## src/rtl/frame_deserializer.sv

```systemverilog
// frame_deserializer: assembles MSB-first serial bits into framed samples behind a show-ahead FIFO
module frame_deserializer #(
  parameter int SAMPLE_W   = 16,
  parameter int FRAME_BITS = 512,
  parameter int FIFO_DEPTH = 4
) (
  input  logic                clk,
  input  logic                rst,
  input  logic                bit_in,
  input  logic                bit_valid,
  input  logic                frame_sync,
  output logic [SAMPLE_W-1:0] sample_out,
  output logic                sample_last,
  output logic                sample_valid,
  input  logic                sample_ready,
  output logic                locked,
  output logic                sync_err,
  output logic                overflow
);
  localparam int NS = FRAME_BITS / SAMPLE_W;
  localparam int BW = $clog2(SAMPLE_W);
  localparam int SW = NS > 1 ? $clog2(NS) : 1;
  localparam int AW = $clog2(FIFO_DEPTH);
  typedef enum logic {UNLOCKED, LOCKED} state_t;
  state_t              state;
  logic [BW-1:0]       bit_cnt;
  logic [SW-1:0]       samp_cnt;
  logic [SAMPLE_W-1:0] shreg;
  logic [SAMPLE_W:0]   mem [FIFO_DEPTH];
  logic [AW-1:0]       rd_ptr, wr_ptr;
  logic [AW:0]         count;
  logic                start, realign, push, last, pop, full, push_ok;
  logic [SAMPLE_W-1:0] next_data;
  // framing decisions and FIFO handshake for the current cycle
  always_comb begin
    start     = bit_valid && frame_sync && (state == UNLOCKED || bit_cnt != '0 || samp_cnt != '0);
    realign   = start && state == LOCKED;
    push      = state == LOCKED && bit_valid && !start && bit_cnt == BW'(SAMPLE_W - 1);
    last      = samp_cnt == SW'(NS - 1);
    next_data = {shreg[SAMPLE_W-2:0], bit_in};
    pop       = count != '0 && sample_ready;
    full      = count == (AW+1)'(FIFO_DEPTH);
    push_ok   = push && (!full || pop);
  end
  // lock state, bit/sample counters, FIFO pointers and status flags
  always_ff @(posedge clk) begin
    if (rst) begin
      state    <= UNLOCKED;
      bit_cnt  <= '0;
      samp_cnt <= '0;
      shreg    <= '0;
      rd_ptr   <= '0;
      wr_ptr   <= '0;
      count    <= '0;
      sync_err <= 1'b0;
      overflow <= 1'b0;
    end else begin
      sync_err <= realign;
      if (start) begin
        state    <= LOCKED;
        bit_cnt  <= BW'(1);
        samp_cnt <= '0;
        shreg    <= SAMPLE_W'(bit_in);
      end else if (state == LOCKED && bit_valid) begin
        shreg    <= next_data;
        bit_cnt  <= push ? '0 : bit_cnt + BW'(1);
        samp_cnt <= push ? (last ? '0 : samp_cnt + SW'(1)) : samp_cnt;
      end
      if (push_ok) wr_ptr <= wr_ptr + AW'(1);
      if (pop) rd_ptr <= rd_ptr + AW'(1);
      count <= count + (AW+1)'(push_ok) - (AW+1)'(pop);
      if (push && !push_ok) overflow <= 1'b1;
    end
  end
  // FIFO storage; entries beyond the pointers are never observed, so no reset is needed
  always_ff @(posedge clk) begin
    if (push_ok) mem[wr_ptr] <= {last, next_data};
  end
  assign sample_valid              = count != '0;
  assign {sample_last, sample_out} = sample_valid ? mem[rd_ptr] : '0;
  assign locked                    = state == LOCKED;
endmodule
```

## config.mk

```make
export PLATFORM = sky130hd
export DESIGN_NAME = frame_deserializer
export DESIGN_NICKNAME = d
export VERILOG_FILES = /design/src/rtl/frame_deserializer.sv
export SDC_FILE = /design/constraint.sdc
export NUM_CORES = 1
export LEC_CHECK = 0
export CAP_MARGIN = 40
export CORE_MARGIN = 2
export CORE_UTILIZATION = 34
export DETAILED_ROUTE_END_ITERATION = 8
export PLACE_DENSITY = 0.5
export SETUP_SLACK_MARGIN = 0.5
export SYNTH_ARGS = -nofsm -noshare
export SYNTH_HDL_FRONTEND = slang
export SYNTH_SLANG_ARGS = --single-unit
```

## constraint.sdc

```tcl
create_clock -name clk -period 2.5 [get_ports clk]
set_input_delay 0.375 -clock clk [delete_from_list [all_inputs] [get_ports clk]]
set_output_delay 0.375 -clock clk [all_outputs]
set_load 0.1 [all_outputs]
```

==> impl_metrics.env, run 1 <==
export IMPL_outcome="finished, final reports clean"
export IMPL_cts_tree="built"
export IMPL_area_growth_from_synthesis_to_layout_pct=29.3
export IMPL_crit_path_max_incr_delay_ps=500
export IMPL_grt_antenna_before_repair=0
export IMPL_power_per_cell_area_nw_per_um2=1130
export IMPL_worstPathCellList="clkbuf_16 -> mux4_2 -> and2_4 -> buf_12"
export IMPL_max_cap_violations=0
export IMPL_ys_seq_elements=104
export IMPL_hpwlAfterDp_mm=4.91
export IMPL_die_area_sq_um=13200
export IMPL_post_synth_instance_area_sq_um=4170
export IMPL_worstMarginPinSlew_ps=682
export IMPL_timing_critical_path_max_delay_family="multiplexers"
export IMPL_global_route_wire_length_before_repair_mm=12.9
export IMPL_clkLatencyLatePin_ps=350
export IMPL_cp_required_ps=2120
export IMPL_layout_nets=352
export IMPL_die_h_um=115
export IMPL_detail_route_wirelength_mm=8.00
export IMPL_detailedRoute_firstPassIterationCount=4
export IMPL_fillers=1075
export IMPL_setup_viol_count_final=0
export IMPL_timing_hold_violations_final=0
export IMPL_crit_path_start_kind="register"
export IMPL_fp_coreArea_sq_um=12000
export IMPL_dp_worst_setup_slack_ps=-100
export IMPL_violation_count_after_the_first_detailed_route_iteration=95
export IMPL_synthesis_yosys_warnings=0
export IMPL_final_antenna_net_count=0
export IMPL_place_gp_congestion=0.718
export IMPL_cell_count_after_placement=462
export IMPL_arrival_ps=1790
export IMPL_synth_nets=301
export IMPL_grt_overflow_total=0
export IMPL_die_span_x_um=115
export IMPL_end_kind="output pin"
export IMPL_post_route_core_utilization=0.449
export IMPL_cts_htree_levels=3
export IMPL_final_max_slew_violation_count=0
export IMPL_timing_worst_setup_path_type="reg2out"
export IMPL_timing_critical_path_buf_inv=2
export IMPL_synth_sequential_area_ratio=0.663
export IMPL_global_route_usage_total=0.134
export IMPL_timing_final_crit_period_ps=2160
export IMPL_via_count=2332
export IMPL_drive_gt1_frac=0.369
export IMPL_wl_per_cell_um=16.5
export IMPL_drc=0
export IMPL_largest_net_degree_at_the_start_of_global_routing=23
export IMPL_static_leakage_power_nw=1.90
export IMPL_timing_final_crit_share=0.864
export IMPL_routed_via_density=4.80
export IMPL_synth_avg_cell_area_sq_um=14.7
export IMPL_timing_hold_ws_ps=469
export IMPL_cts_num_sinks=104
export IMPL_min_path_type="reg2reg"
export IMPL_i_o_pin_cnt=27
export IMPL_slowest_library_cell_on_the_worst_path="sky130_fd_sc_hd__mux4_2"
export IMPL_netlist_cell_type_count=36
export IMPL_first_global_vias=2333
export IMPL_syn_inst=283
export IMPL_initial_core_util=0.347
export IMPL_rsz0062_at_grt="yes"
export IMPL_fin_skew_ps=7.00
export IMPL_vdd_ir_drop_max_uv=619
export IMPL_slew_limit_headroom=0.545
export IMPL_setup_slack_ps=339
export IMPL_worstPathMaxFanout=4
export IMPL_cts_inserted_buffers=9
export IMPL_cts_path_max_buffers=2
export IMPL_insertedDiodeCount=0
export IMPL_num_rows=40
export IMPL_max_freq_mhz=463
export IMPL_numPortBuffers=26
export IMPL_layoutNonFillerInstCount=486
export IMPL_ctsRootBufferMaster="sky130_fd_sc_hd__clkbuf_16"
export IMPL_path_clk_slew_ps=70
## registers in the layout, summed over array words and instances, names as in the netlist, named ones only
register  flops
sync_err      1
locked        1
wr_ptr        2
count         3
mem          68
overflow      1
bit_cnt       4
rd_ptr        2
samp_cnt      5
shreg        15
## per-stage QoR
stage	instance area [sq um]	total power, mW	setup TNS, ps
2_1_floorplan	4260	3.78	0
3_3_place_gp	4970	4.68	-71.1
3_5_place_dp	4970	4.68	-100
4_1_cts	5340	6.10	0
5_1_grt	5390	6.35	0
6_report	5390	6.11	0
## layout by cell type (no fill, tap or decap), types with 4 or more instances in the layout
cell type                   synthesis  routed
sky130_fd_sc_hd__a21oi_1           17      17
sky130_fd_sc_hd__and2_4             0      18
sky130_fd_sc_hd__and3_1             8       4
sky130_fd_sc_hd__and3_2             0       4
sky130_fd_sc_hd__buf_12             0      20
sky130_fd_sc_hd__buf_4              1      27
sky130_fd_sc_hd__clkbuf_16          0      10
sky130_fd_sc_hd__dfxtp_1           36      29
sky130_fd_sc_hd__dfxtp_2            0       4
sky130_fd_sc_hd__edfxtp_1          68      68
sky130_fd_sc_hd__ha_1              11       8
sky130_fd_sc_hd__inv_1              9       8
sky130_fd_sc_hd__mux2i_1            4       4
sky130_fd_sc_hd__mux4_2            17      17
sky130_fd_sc_hd__nand2_1           34      34
sky130_fd_sc_hd__nor2_1            12      12
sky130_fd_sc_hd__xnor2_1            6       5
sky130_fd_sc_hd__xor2_1             5       5
## logic make-up (layout without fill, tap and decap cells)
| group | after synthesis | after routing | synth area share |
|---|---|---|---|
| AOI/OAI and AO/OA | 20 | 20 | 0.0276 |
| xor gates and xnor gates | 11 | 11 | 0.0231 |
| muxes | 21 | 21 | 0.101 |
| adders and majority gates | 12 | 12 | 0.0378 |
| buffers and inverters | 23 | 79 | 0.0267 |
| DFF | 104 | 104 | 0.663 |
| and+or+nand+nor | 92 | 92 | 0.121 |
## worst paths after layout
check / start / end / cells past startpoint / slack [ps]
setup / recovery: register / sample_out[11] / 4 / 340
hold / removal: overflow / overflow / 2 / 470
setup reg to reg: bit_cnt[1] / count[2] / 10 / 380
hold reg to reg: overflow / overflow / 2 / 470
## cell usage after synthesis (all sizes together)
library cell / number / area share
a21oi: 17 / 0.020
a41oi: 1 / 0.0039
and2: 19 / 0.029
and3: 8 / 0.012
and3b: 1 / 0.0021
and4: 1 / 0.0021
buf: 8 / 0.013
clkbuf: 6 / 0.0057
dfxtp: 36 / 0.17
edfxtp: 68 / 0.49
fa: 1 / 0.0048
ha: 11 / 0.033
inv: 9 / 0.0081
mux2i: 4 / 0.0096
mux4: 17 / 0.092
nand2: 34 / 0.031
nand2b: 1 / 0.0015
nand3: 1 / 0.0012
nand4: 4 / 0.0075
nor2: 12 / 0.011
nor2b: 2 / 0.0030
nor3: 5 / 0.0096
nor4b: 1 / 0.0057
o21ai: 1 / 0.0012
o41ai: 1 / 0.0021
or2: 1 / 0.0021
or3: 1 / 0.0015
or4b: 1 / 0.0024
xnor2: 6 / 0.013
xor2: 5 / 0.011
## per-layer routing
metal | GRT usage | part of all wire
met5 | 0 | 0
met2 | 0.220 | 0.50
met3 | 0.0316 | 0.031
met4 | 0.0530 | 0.017
met1 | 0.172 | 0.45
## layout make-up
class | count | area [sq um] | area share
Inverter | 9 | 33.8 | 0.00627
Multi-Input combinational cell | 156 | 1420 | 0.262
Sequential cell | 104 | 2780 | 0.515
Clock buffer | 12 | 246 | 0.0457
Tap cell | 147 | 184 | 0.0341
Clock inverter | 4 | 30.0 | 0.00557
Timing Repair Buffer | 54 | 703 | 0.130
## tightest hold or removal path, delay by kind of cell, from the launching register on
kind	cells	cell delay [ps]
AO/OA/AOI/OAI	1	50
flip-flops	1	330
AND/OR/NAND/NOR	1	60
## power breakdown
| part | leakage, nW | switching, mW | internal, mW | total (mW) |
|---|---|---|---|---|
| sequential | 0.923 | 0.0563 | 1.87 | 1.92 |
| combinational | 0.844 | 1.68 | 1.20 | 2.89 |
| clock | 0.133 | 0.601 | 0.705 | 1.31 |
## timing repair
item | in CTS | in global routing
endpoints found under the hold margin | 0 | 0
setup buffers | 5 | 1
cloned | 1 | 1
setup endpoints to repair | 19 | 19
hold buffers | 0 | 0
pin swaps | 6 | 3
resized for setup | 13 | 9
Note: power is estimated with default switching activity, not from simulation.
==> run 2, diff against run 1 <==
--- a/config.mk
+++ b/config.mk
@@ -9,7 +9,6 @@
 export CORE_MARGIN = 2
 export CORE_UTILIZATION = 34
 export DETAILED_ROUTE_END_ITERATION = 8
-export PLACE_DENSITY = 0.5
 export SETUP_SLACK_MARGIN = 0.5
 export SYNTH_ARGS = -nofsm -noshare
 export SYNTH_HDL_FRONTEND = slang
==> run 2 against run 1 <==
Against the previous run:
- clock power rose by 4%
- first-iteration DRC count increased by 51%
- clock skew rose by 1.8 ps
- global-route usage down 1.3 points
- hold slack better by 0.60 ps
- flip-flop and latch count stayed put
- critical path depth did not move
- critical endpoint is now sample_last
- worst setup slack better by 7.4 ps
- register-to-register slack about the same
- cell area rose by 1.0%
- utilization grew 0.45 points
==> impl_metrics.env, run 2 (synthesized netlist as in run 1, its figures left out) <==
export IMPL_outcome="finished, final reports clean"
export IMPL_via_count=2320
export IMPL_drc=0
export IMPL_die_span_x_um=115
export IMPL_layout_nets=351
export IMPL_max_freq_mhz=464
export IMPL_r2r_cells=9
export IMPL_cts_path_max_buffers=2
export IMPL_initial_core_util=0.347
export IMPL_wl_per_cell_um=15.4
export IMPL_min_path_type="reg2reg"
export IMPL_crit_path_start_kind="register"
export IMPL_i_o_pin_cnt=27
export IMPL_largest_reg_flops=68
export IMPL_finish_instance_area_sq_um=5450
export IMPL_worstPathMaxFanout=5
export IMPL_global_route_usage_total=0.121
export IMPL_setup_viol_count_final=0
export IMPL_max_cap_violations=0
export IMPL_timing_hold_ws_ps=470
export IMPL_crit_reg2reg_capture="count[2]"
export IMPL_holdPathStages=2
export IMPL_largest_register="mem"
export IMPL_final_setup_tns_ps=0
export IMPL_final_max_slew_violation_count=0
export IMPL_timing_hold_violations_final=0
export IMPL_worstMarginPinSlew_ps=608
export IMPL_cell_count_after_placement=460
export IMPL_fin_skew_ps=8.78
export IMPL_layout_commonest_cell="sky130_fd_sc_hd__edfxtp_1"
export IMPL_violation_count_after_the_first_detailed_route_iteration=143
export IMPL_setup_slack_ps=346
export IMPL_worstReg2RegStart="count[2]"
export IMPL_end_kind="output pin"
export IMPL_area_growth_from_synthesis_to_layout_pct=30.6
export IMPL_timing_final_crit_share=0.861
export IMPL_power_per_cell_area_nw_per_um2=1130
export IMPL_worst_reg_to_reg_setup_slack_ps=370
export IMPL_top_flop_regs="mem x68, shreg x15, samp_cnt x5"
export IMPL_fp_coreArea_sq_um=12000
export IMPL_die_h_um=115
export IMPL_rsz0062_at_grt="yes"
export IMPL_path_clk_slew_ps=70
export IMPL_timing_final_crit_period_ps=2150
export IMPL_arrival_ps=1780
export IMPL_cts_htree_levels=3
export IMPL_first_global_vias=2334
export IMPL_post_layout_total_power_mw=6.17
export IMPL_dp_worst_setup_slack_ps=-100
export IMPL_global_route_wire_length_before_repair_mm=12.1
export IMPL_clkLatencyLatePin_ps=340
export IMPL_cp_required_ps=2120
export IMPL_die_area_sq_um=13200
export IMPL_cts_tree="built"
export IMPL_cts_inserted_buffers=9
export IMPL_ctsRootBufferMaster="sky130_fd_sc_hd__clkbuf_16"
export IMPL_num_rows=40
export IMPL_final_antenna_net_count=0
export IMPL_final_cell_mix="sky130_fd_sc_hd__edfxtp_1, sky130_fd_sc_hd__nand2_1, sky130_fd_sc_hd__dfxtp_1"
export IMPL_insertedDiodeCount=0
export IMPL_numPortBuffers=26
export IMPL_static_leakage_power_nw=1.91
export IMPL_vdd_ir_drop_max_uv=696
export IMPL_drive_gt1_frac=0.373
export IMPL_post_route_core_utilization=0.453
export IMPL_worst_hold_path_endpoint="overflow"
export IMPL_detail_route_wirelength_mm=7.45
export IMPL_grt_antenna_before_repair=0
export IMPL_slew_limit_headroom=0.594
export IMPL_placed_cell_areas_sq_um=4980
export IMPL_place_gp_congestion=0.723
export IMPL_timing_worst_setup_path_type="reg2out"
export IMPL_hold_path_origin="overflow"
export IMPL_detailedRoute_firstPassIterationCount=4
export IMPL_largest_net_degree_at_the_start_of_global_routing=23
export IMPL_hpwlAfterDp_mm=4.64
export IMPL_routed_via_density=4.78
export IMPL_cts_num_sinks=104
export IMPL_grt_overflow_total=0
export IMPL_layoutNonFillerInstCount=485
-- run 2: cell types whose count changed in the layout (fill, tap and decap cells not counted), moves of 2 or more --
cell	delta
sky130_fd_sc_hd__buf_4	-4
sky130_fd_sc_hd__buf_12	+3
sky130_fd_sc_hd__inv_8	+2
sky130_fd_sc_hd__clkbuf_1	-2
-- run 2: worst max path at each step --
| stage | from | to | slack [ps] | cells after the start |
|---|---|---|---|---|
| floorplan | locked | count[2] | 250 | 9 |
| global placement | sample_ready | count[2] | -70 | 10 |
| detailed placement | sample_ready | count[2] | -100 | 10 |
| CTS | register | sample_last | 310 | 4 |
| global route | count[2] | count[2] | 290 | 9 |
| finish | register | sample_last | 350 | 4 |
-- run 2: critical path, cell delays in order, from the launching register on --
cell	delay (ps)
sky130_fd_sc_hd__dfxtp_4	420
sky130_fd_sc_hd__buf_12	140
sky130_fd_sc_hd__mux4_2	540
sky130_fd_sc_hd__and2_4	190
sky130_fd_sc_hd__buf_12	160
-- run 2: per-layer routing --
metal	track usage	up-vias	wire [um]
met5	0	-	0
met4	0.0538	0	112
met3	0.0190	9	114
met2	0.202	24	3720
met1	0.157	1155	3510
li1	-	1132	-
-- run 2: cell type report --
type,instances,area (sq um)
Fill cell,1051,6570
Sequential cell,104,2780
Multi-Input combinational cell,156,1410
Timing Repair Buffer,53,733
Clock buffer,11,253
Tap cell,147,184
Clock inverter,5,47.5
Inverter,9,33.8
-- run 2: report_power, final --
group	leakage [nW]	switching, mW	internal, mW
logic	0.845	1.67	1.21
clock network	0.146	0.613	0.747
registers	0.923	0.0561	1.87
total	1.91	2.34	3.83
-- run 2: repair_timing --
item / 4_1_cts / 5_1_grt
gates cloned: 1 / 1
setup endpoints to repair: 19 / 19
pin swaps: 9 / 0
hold buffers: 0 / 0
resized for setup: 20 / 5
setup buffers: 7 / 0
